--- config.mk ---
export PLATFORM = sky130hd
export DESIGN_NAME = mem_rd_arbiter
export DESIGN_NICKNAME = d
export VERILOG_FILES = /design/src/rtl/mem_rd_arbiter.sv
export SDC_FILE = /design/constraint.sdc
export NUM_CORES = 1
export LEC_CHECK = 0
export CORE_AREA = 2 2 83 85
export CTS_BUF_LIST = sky130_fd_sc_hd__clkbuf_16
export DETAILED_ROUTE_END_ITERATION = 12
export DIE_AREA = 0 0 85 87
export GPL_ROUTABILITY_DRIVEN = 0
export PLACE_DENSITY = 0.73
export SLEW_MARGIN = 10
export SYNTH_ARGS = -nofsm -noshare
export SYNTH_HDL_FRONTEND = slang
export SYNTH_SLANG_ARGS = --single-unit
--- constraint.sdc ---
create_clock -name clk -period 3.13 [get_ports clk]
set_input_delay 0.4695 -clock clk [delete_from_list [all_inputs] [get_ports clk]]
set_output_delay 0.4695 -clock clk [all_outputs]
set_load 0.02 [all_outputs]
--- src/rtl/mem_rd_arbiter.sv ---
// Round-robin read-channel arbiter: IFU (m0) and LSU (m1) share one slave read port.
// A grant is held from the address handshake until the read data is taken, one read at a time.
module mem_rd_arbiter #(
  parameter int ADDR_W = 32,
  parameter int DATA_W = 32,
  parameter int RESP_W = 2
) (
  input  logic              clk,
  input  logic              rst,

  input  logic [ADDR_W-1:0] m0_araddr_i,
  input  logic              m0_arvalid_i,
  output logic              m0_arready_o,
  output logic [DATA_W-1:0] m0_rdata_o,
  output logic [RESP_W-1:0] m0_rresp_o,
  output logic              m0_rvalid_o,
  input  logic              m0_rready_i,

  input  logic [ADDR_W-1:0] m1_araddr_i,
  input  logic              m1_arvalid_i,
  output logic              m1_arready_o,
  output logic [DATA_W-1:0] m1_rdata_o,
  output logic [RESP_W-1:0] m1_rresp_o,
  output logic              m1_rvalid_o,
  input  logic              m1_rready_i,

  output logic [ADDR_W-1:0] s_araddr_o,
  output logic              s_arvalid_o,
  input  logic              s_arready_i,
  input  logic [DATA_W-1:0] s_rdata_i,
  input  logic [RESP_W-1:0] s_rresp_i,
  input  logic              s_rvalid_i,
  output logic              s_rready_o,

  output logic [1:0]        grant_o
);

  typedef enum logic [2:0] {
    IDLE,
    AR0,
    R0,
    AR1,
    R1
  } state_e;

  state_e state_q, state_d;
  logic   last_grant_q, last_grant_d;

  // last_grant only moves on a completed read, so an abandoned address phase keeps the turn order.
  always_comb begin
    state_d      = state_q;
    last_grant_d = last_grant_q;
    case (state_q)
      IDLE: begin
        if (m0_arvalid_i && m1_arvalid_i) begin
          state_d = last_grant_q ? AR0 : AR1;
        end else if (m0_arvalid_i) begin
          state_d = AR0;
        end else if (m1_arvalid_i) begin
          state_d = AR1;
        end
      end
      AR0: begin
        if (!m0_arvalid_i) begin
          state_d = IDLE;
        end else if (s_arready_i) begin
          state_d = R0;
        end
      end
      R0: begin
        if (s_rvalid_i && m0_rready_i) begin
          state_d      = IDLE;
          last_grant_d = 1'b0;
        end
      end
      AR1: begin
        if (!m1_arvalid_i) begin
          state_d = IDLE;
        end else if (s_arready_i) begin
          state_d = R1;
        end
      end
      R1: begin
        if (s_rvalid_i && m1_rready_i) begin
          state_d      = IDLE;
          last_grant_d = 1'b1;
        end
      end
      default: state_d = IDLE;
    endcase
  end

  always_ff @(posedge clk or negedge rst) begin
    if (!rst) begin
      state_q      <= IDLE;
      last_grant_q <= 1'b1;
    end else begin
      state_q      <= state_d;
      last_grant_q <= last_grant_d;
    end
  end

  // Handshakes pass straight through for the owner; everything else is forced to zero.
  always_comb begin
    s_araddr_o   = '0;
    s_arvalid_o  = 1'b0;
    s_rready_o   = 1'b0;
    m0_arready_o = 1'b0;
    m0_rdata_o   = '0;
    m0_rresp_o   = '0;
    m0_rvalid_o  = 1'b0;
    m1_arready_o = 1'b0;
    m1_rdata_o   = '0;
    m1_rresp_o   = '0;
    m1_rvalid_o  = 1'b0;
    grant_o      = 2'b00;
    case (state_q)
      AR0: begin
        grant_o      = 2'b01;
        s_araddr_o   = m0_araddr_i;
        s_arvalid_o  = m0_arvalid_i;
        m0_arready_o = s_arready_i;
      end
      R0: begin
        grant_o     = 2'b01;
        m0_rvalid_o = s_rvalid_i;
        m0_rdata_o  = s_rdata_i;
        m0_rresp_o  = s_rresp_i;
        s_rready_o  = m0_rready_i;
      end
      AR1: begin
        grant_o      = 2'b10;
        s_araddr_o   = m1_araddr_i;
        s_arvalid_o  = m1_arvalid_i;
        m1_arready_o = s_arready_i;
      end
      R1: begin
        grant_o     = 2'b10;
        m1_rvalid_o = s_rvalid_i;
        m1_rdata_o  = s_rdata_i;
        m1_rresp_o  = s_rresp_i;
        s_rready_o  = m1_rready_i;
      end
      default: ;
    endcase
  end

endmodule
==> After elaboration in Yosys (flattened, before gate mapping) <==
Index checks and enable logic that the tools add are counted.
{ "totals": {"elab_cells": 46, "output_inout_bits": 108, "in_bits": 106, "reg_bits": 4} }
{ "op_classes": {"n_mux": 26, "reduce_logical": 9, "eq_ne": 9} }
{ "ops": {"columns": ["cell", "count"], "rows": [
  ["2-to-1 mux 32 bit", 2],
  ["case mux 32 bit (2 select lines)", 1],
  ["2-to-1 mux 3 bit", 9],
  ["case mux 3 bit (5 select lines)", 1],
  ["equality test 3 x 2 -> 1 bit (second input constant)", 2],
  ["2-to-1 mux 1 bit", 6],
  ["2-to-1 mux 2 bit", 3],
  ["!= test 3 bit (second input constant)", 2],
  ["case mux 1 bit (2 select lines)", 3],
  ["AND reduction 5 bit", 1],
  ["!= test 2 bit (second input constant)", 2],
  ["!= test 4 bit (second input constant)", 1],
  ["case mux 2 bit (2 select lines)", 1],
  ["OR reduction 2 bit", 2],
  ["equality test 3 x 1 -> 1 bit (second input constant)", 1],
  ["equality test 3 bit (second input constant)", 1],
  ["logical AND 1 bit", 3],
  ["zero test 3 bit", 1],
  ["AND reduction 3 bit", 1],
  ["nonzero test 2 bit", 1]
]} }

==> Longest topological paths before layout <==
Gate-level depths: netlist of the first run.
{ "logic_depth": {"depth_word": 4, "ltp_mapped": 5, "ltp_nobuf": 4} }

==> Worst setup path after synthesis of the first run <==
No wires, ideal clock.
{ "synth_path": {"kind": "reg-to-output", "from": "register state_q[2]", "to": "output port s_araddr_o[10]", "setup_slack_ns": 1.372, "arrival_ns": 1.288, "n_path_buf": 2, "path_stages_with_launch": 5, "cell_sequence": "dfrtp_1 > buf_4 > nor3_2 > buf_2 > a22o_1"} }
{ "synth_via": {"elab_chain_len": 2} }
{ "synth_rtl": {"columns": ["item", "line_no", "source"], "rows": [
  ["start: declaration", "46", "state_e state_q, state_d;"],
  ["start signal: assignment", "98", "state_q <= state_d;"],
  ["equality test 3 x 2 -> 1 bit or equality test 3 x 1 -> 1 bit (tied branches)", "117", "case (state_q)"],
  ["case mux 32 bit (2 select lines) (*)", "117", null],
  ["end: declaration", "27", "output logic [ADDR_W-1:0] s_araddr_o,"]
]} }
Every way passes the cells marked *; elsewhere a longest branch is shown, timed or not.

==> Worst setup path in the final report of the first run <==
{ "layout_path": {"from": "register state_q[0]", "to": "output port s_araddr_o[16]"} }
Same word-level chain as after synthesis.

==> results.yml, run 1 <==
status:
  status: "finished, final reports clean"
grt:
  grt_util_met1_pct: 20.4
  grtUsageMet2_pct: 27.4
  grtUsageMet3_pct: 3.89
  grt-busiest-layer: "met2"
  grt_pass1_vias: 1931
  grt_max_degree: 38
  gr-total-overflow: 0
  track_usage_pct: 16.0
  grt_antenna_before_repair: 0
  grt_pass1_wl_mm: 9.87
clock_tree:
  post_cts_resized: 0
  clk_path_buf_depth: 2
  post_cts.repair.setup_buffers: 0
  cts_inserted_buffers: 3
  cts_root_buf: "clkbuf_16"
  path_clk_slew_ns: 0.03
  htree_num_levels: 1
  cts_tree: "built"
  hold_buffers: 0
  cts.sinks: 4
  clk_latency_ns: 0.23
timing:
  rsz0062_at_grt: "no"
  slew_violations: 0
  fmax_mhz: 356
  fin_skew_ns: 0.00391
  finalSetupTns_ns: 0
  worst_pin_slew_ns: 0.672
  min_period_ns: 2.81
  fin_crit_sh_pct: 89.7
  hold_viol: 0
  setup_violations: 0
  whs_ns: 0.447
  slew-limit-headroom_pct: 55.2
final_layout:
  antenna_cells: 0
  final_common_cell: "clkdlybuf4s50_1"
  final_cell_mix: "clkdlybuf4s50_1, and3_1, and2_1"
  finalNonFillerCells: 447
  area_growth_syn_to_layout_pct: 192
  nets: 474
  post-route-util_pct: 52.3
  drive_above_1_share_pct: 4.90
  fillers: 603
critical_path:
  cp_max_fo: 34
  cp-end-kind: "output port"
  worstPathRequired_ns: 2.66
  crit_type: "flip-flop to output port"
  cp.arrival_ns: 2.34
  worst_setup_path_start_kind: "flip-flop"
die:
  die_y_um: 87
  ios: 214
  initial_core_util_pct: 17.9
  dieArea_um2: 7400
  rows: 30
  die_w_um: 85
  core_area_um2: 6570
power:
  seqPwrFrac_pct: 5.9
  p_int_w: 0.00123
  power_leakage_nw: 1.42
  power_switching_w: 0.00109
  power_density_nw_per_um2: 677
  swShare_pct: 46.9
  p_total_w: 0.00232
  combPwrFrac_pct: 85.2
  clkPwrFrac_pct: 8.9
  vdd_ir_drop_max_mv: 0.395
synthesis:
  synth-warning-count: 0
  async_flop_share_pct: 100
  synth_flop_cell: "dfrtp_1"
  avgSynthCellArea_um2: 7.19
  ys_seq_area_share_pct: 8.60
  synth-seq-cells: 4
  synth_cells: 164
  netlist_area_um2: 1180
  syn-num-nets: 270
  synth_edf_count: 0
  synth.distinct_cells: 34
detailed_routing:
  drtAntennaViolNets: 0
  wl_mm: 6.64
  viasPerCell: 4.53
  vias: 2027
  dr.pass1.iters: 4
  drt_iter0_markers: 62
  wl_per_cell_um: 14.8
  route.detailed.drc: 0
placed_design:
  portBuffers: 213
  dpl.hpwl_mm: 5.29
  dp.cells: 443
hold_path:
  hp-class: "input port to async pin"
job:
  drv_cap: 0
==> registers in the layout, indices dropped and copies added, names as in the netlist <==
| register | count |
|---|---|
| last_grant_q | 1 |
| state_q | 3 |
==> synth_stat cells, types with 2 or more instances <==
cell | instances | area [µm²]
a22o_1 | 34 | 298
and2_1 | 35 | 219
and3_1 | 36 | 225
buf_2 | 6 | 30.0
buf_4 | 2 | 15.0
clkbuf_1 | 7 | 26.3
clkbuf_2 | 3 | 15.0
dfrtp_1 | 3 | 75.1
inv_1 | 3 | 11.3
nand2_1 | 4 | 15.0
nor2_1 | 4 | 15.0
nor2_2 | 2 | 12.5
nor3_1 | 2 | 10.0
o21ai_0 | 3 | 15.0
==> critical path: stages, from the launching register on <==
cell,delay (ns)
dfrtp_1,0.57
inv_1,0.17
nor3_4,0.19
buf_4,0.35
a22o_1,0.21
clkdlybuf4s50_1,0.60
==> layer usage <==
metal  routed length [µm]  part of all wire [%]  up-vias
met5                    0                     0        -
met4                   94                   1.4        0
met3                  494                   7.4       11
met2                 3240                    49       91
met1                 2800                    42      917
li1                     -                     -     1008
==> layout make-up <==
| class | instances | area, µm² | share of cell area, % |
|---|---|---|---|
| flip-flops and latches | 4 | 101 | 2.95 |
| clock buffers | 3 | 75.1 | 2.18 |
| well taps | 80 | 100 | 2.91 |
| multi-input cells | 137 | 971 | 28.3 |
| inverters | 4 | 15.0 | 0.437 |
| repair buffers | 218 | 2170 | 63.1 |
| clock inverters | 1 | 3.75 | 0.109 |
==> path summary, 6_finish.rpt <==
path / start / to / slack (ns) / cells past startpoint
max: state_q[0] / s_araddr_o[16] / 0.32 / 5
min: rst / state_q[2] / 0.45 / 1
max reg2reg: state_q[1] / state_q[1] / 1.44 / 4
min reg2reg: last_grant_q / last_grant_q / 0.51 / 2
max in group asynchronous: rst / last_grant_q / 2.44 / 1
min in group clk: last_grant_q / last_grant_q / 0.51 / 2
==> metrics by stage <==
stage,setup WS [ns],cell area [µm²]
after floorplan,1.37,1180
after global placement,0.590,3360
after detailed placement,0.553,3360
after CTS,0.313,3440
after global routing,0.208,3440
final,0.322,3440
==> kinds of logic (layout without fill, tap and decap cells) <==
group | Yosys count | after routing | share of synthesized area (%)
flops | 4 | 4 | 8.60
buf+inv | 23 | 226 | 9.55
compound gates | 46 | 46 | 33.0
xor+xnor | 1 | 1 | 0.743
simple gates | 88 | 88 | 45.9
mux | 2 | 2 | 2.23
==> power groups by stage <==
| stage | Clock [W] | Combinational (W) | Sequential [W] |
|---|---|---|---|
| 2_1_floorplan | 0 | 0.00114 | 0.0000843 |
| 3_3_place_gp | 0 | 0.00198 | 0.000133 |
| 3_5_place_dp | 0 | 0.00199 | 0.000138 |
| 4_1_cts | 0.000210 | 0.00200 | 0.000137 |
| 5_1_grt | 0.000214 | 0.00210 | 0.000143 |
| 6_report | 0.000207 | 0.00198 | 0.000138 |
(Power assumes the default switching activity.)
==> run 2, diff against run 1 <==
==> constraint.sdc (replaced) <==
create_clock -name clk -period 3.13 [get_ports clk]
set_input_delay 0.626 -clock clk [delete_from_list [all_inputs] [get_ports clk]]
set_output_delay 0.626 -clock clk [all_outputs]
set_load 0.02 [all_outputs]
==> run 2 against run 1 <==
- sequential cell count stayed put
- final cell count stayed put
- sequential share of layout area hardly changed
- non-clock buffer count stayed put
- combinational power is 3% higher
- global-route usage is 0.18 points higher
- clock power is 2% lower
- fmax is 3.6% lower
- total power is 2.2% higher
- highest routed layer unchanged
==> results.yml, run 2 (same netlist as run 1, synthesis figures left out) <==
detailed_routing:
  wl_per_cell_um: 15.1
  vias: 2028
  route.detailed.drc: 0
  viasPerCell: 4.54
  dr.pass1.iters: 4
  wl_mm: 6.75
  drtAntennaViolNets: 0
  drt_iter0_markers: 65
critical_path:
  reg2reg_slack_ns: 1.44
  r2r_cells: 4
  worst_setup_path_start_kind: "flip-flop"
  crit_type: "flip-flop to output port"
  reg2reg_to: "state_q[1]"
  cp_max_fo: 33
  cp-end-kind: "output port"
  r2r_start: "state_q[1]"
  worstPathRequired_ns: 2.50
  cp.arrival_ns: 2.29
placed_design:
  dp.cells: 443
  placed_area_um2: 3380
  portBuffers: 213
  dp_slack_ns: 0.443
  dpl.hpwl_mm: 5.41
final_layout:
  antenna_cells: 0
  final_cell_mix: "clkdlybuf4s50_1, and3_1, and2_1"
  area_growth_syn_to_layout_pct: 194
  drive_above_1_share_pct: 4.90
  top_regs: "state_q (3), last_grant_q (1)"
  regMostFlops: "state_q"
  finalNonFillerCells: 447
  design_area_um2: 3460
  largest_reg_flops: 3
  nets: 474
  final_common_cell: "clkdlybuf4s50_1"
timing:
  fin_crit_sh_pct: 93.1
  worst_pin_slew_ns: 0.647
  fin_skew_ns: 0.00691
  finalSetupTns_ns: 0
  rsz0062_at_grt: "no"
  fmax_mhz: 343
  slew-limit-headroom_pct: 56.9
  min_period_ns: 2.91
  worst_slack_ns: 0.217
  setup_violations: 0
  slew_violations: 0
  hold_viol: 0
clock_tree:
  clk_latency_ns: 0.23
  clk_path_buf_depth: 2
  post_cts.repair.setup_buffers: 0
  hold_buffers: 0
  htree_num_levels: 1
  cts.sinks: 4
  cts_root_buf: "clkbuf_16"
  path_clk_slew_ns: 0.04
  post_cts_resized: 0
  cts_tree: "built"
  cts_inserted_buffers: 3
hold_path:
  hp-class: "flip-flop to flip-flop"
  hold_depth: 2
  hold_path_startpoint: "last_grant_q"
  whs_endpoint: "last_grant_q"
grt:
  grt_pass1_wl_mm: 9.84
  grt_pass1_vias: 1819
  gr-total-overflow: 0
  grt_max_degree: 38
  grt_antenna_before_repair: 0
  track_usage_pct: 16.2
die:
  ios: 214
  dieArea_um2: 7400
  die_w_um: 85
  core_area_um2: 6570
  initial_core_util_pct: 17.9
  rows: 30
  die_y_um: 87
power:
  power_density_nw_per_um2: 686
  power_leakage_nw: 1.43
  vdd_ir_drop_max_mv: 0.480
job:
  drv_cap: 0
status:
  status: "finished, final reports clean"
==> run 2: changes by cell type in the layout (fill, tap and decap cells not counted) <==
cell / delta
buf_4: -2
buf_12: +2
==> run 2: per-stage QoR <==
| step | utilization, % | total power (W) | hold WS [ns] |
|---|---|---|---|
| 2_1_floorplan | - | 0.00122 | 0.330 |
| 3_3_place_gp | 51.5 | 0.00217 | 0.490 |
| 3_5_place_dp | 51.5 | 0.00218 | 0.534 |
| 4_1_cts | 52.7 | 0.00239 | 0.538 |
| 5_1_grt | 52.7 | 0.00251 | 0.562 |
| 6_report | 52.7 | 0.00238 | 0.532 |
==> run 2: final cells by class <==
type                    instances  area [µm²]
fillers                       594        3110
repair buffers                218        2190
multi-input cells             137         971
flip-flops and latches          4         101
well taps                      80         100
clock buffers                   3        75.1
inverters                       4        15.0
clock inverters                 1        3.75
==> run 2: per-layer routing <==
layer,track usage [%],part of all wire [%],up-vias
li1,-,-,1013
met1,21.5,43,929
met2,27.2,50,80
met3,2.94,6.6,6
met4,3.46,0.83,0
met5,0,0,-
==> run 2: critical path: stages (launching register included) <==
cell and delay, ns:
dfrtp_1 0.63, nand2_1 0.18, nor2_2 0.10, buf_4 0.33
a22o_1 0.20, clkdlybuf4s50_1 0.61
==> run 2: report_power, final <==
group / switching [W] / internal [W] / leakage, nW
registers: 0.0000649 / 0.0000736 / 0.0488
logic: 0.00100 / 0.00103 / 1.34
clock network: 0.0000381 / 0.000165 / 0.0423
total: 0.00110 / 0.00127 / 1.43
==> run 2: how the worst max path moves through the flow <==
| stage | from | end | slack [ns] |
|---|---|---|---|
| finish | state_q[1] | s_araddr_o[2] | 0.22 |
| CTS | state_q[1] | s_araddr_o[2] | 0.20 |
| global placement | s_arready_i | m1_arready_o | 0.46 |
| detailed placement | s_arready_i | m1_arready_o | 0.44 |
| floorplan | state_q[2] | s_araddr_o[10] | 1.22 |
| global route | state_q[1] | s_rready_o | 0.06 |
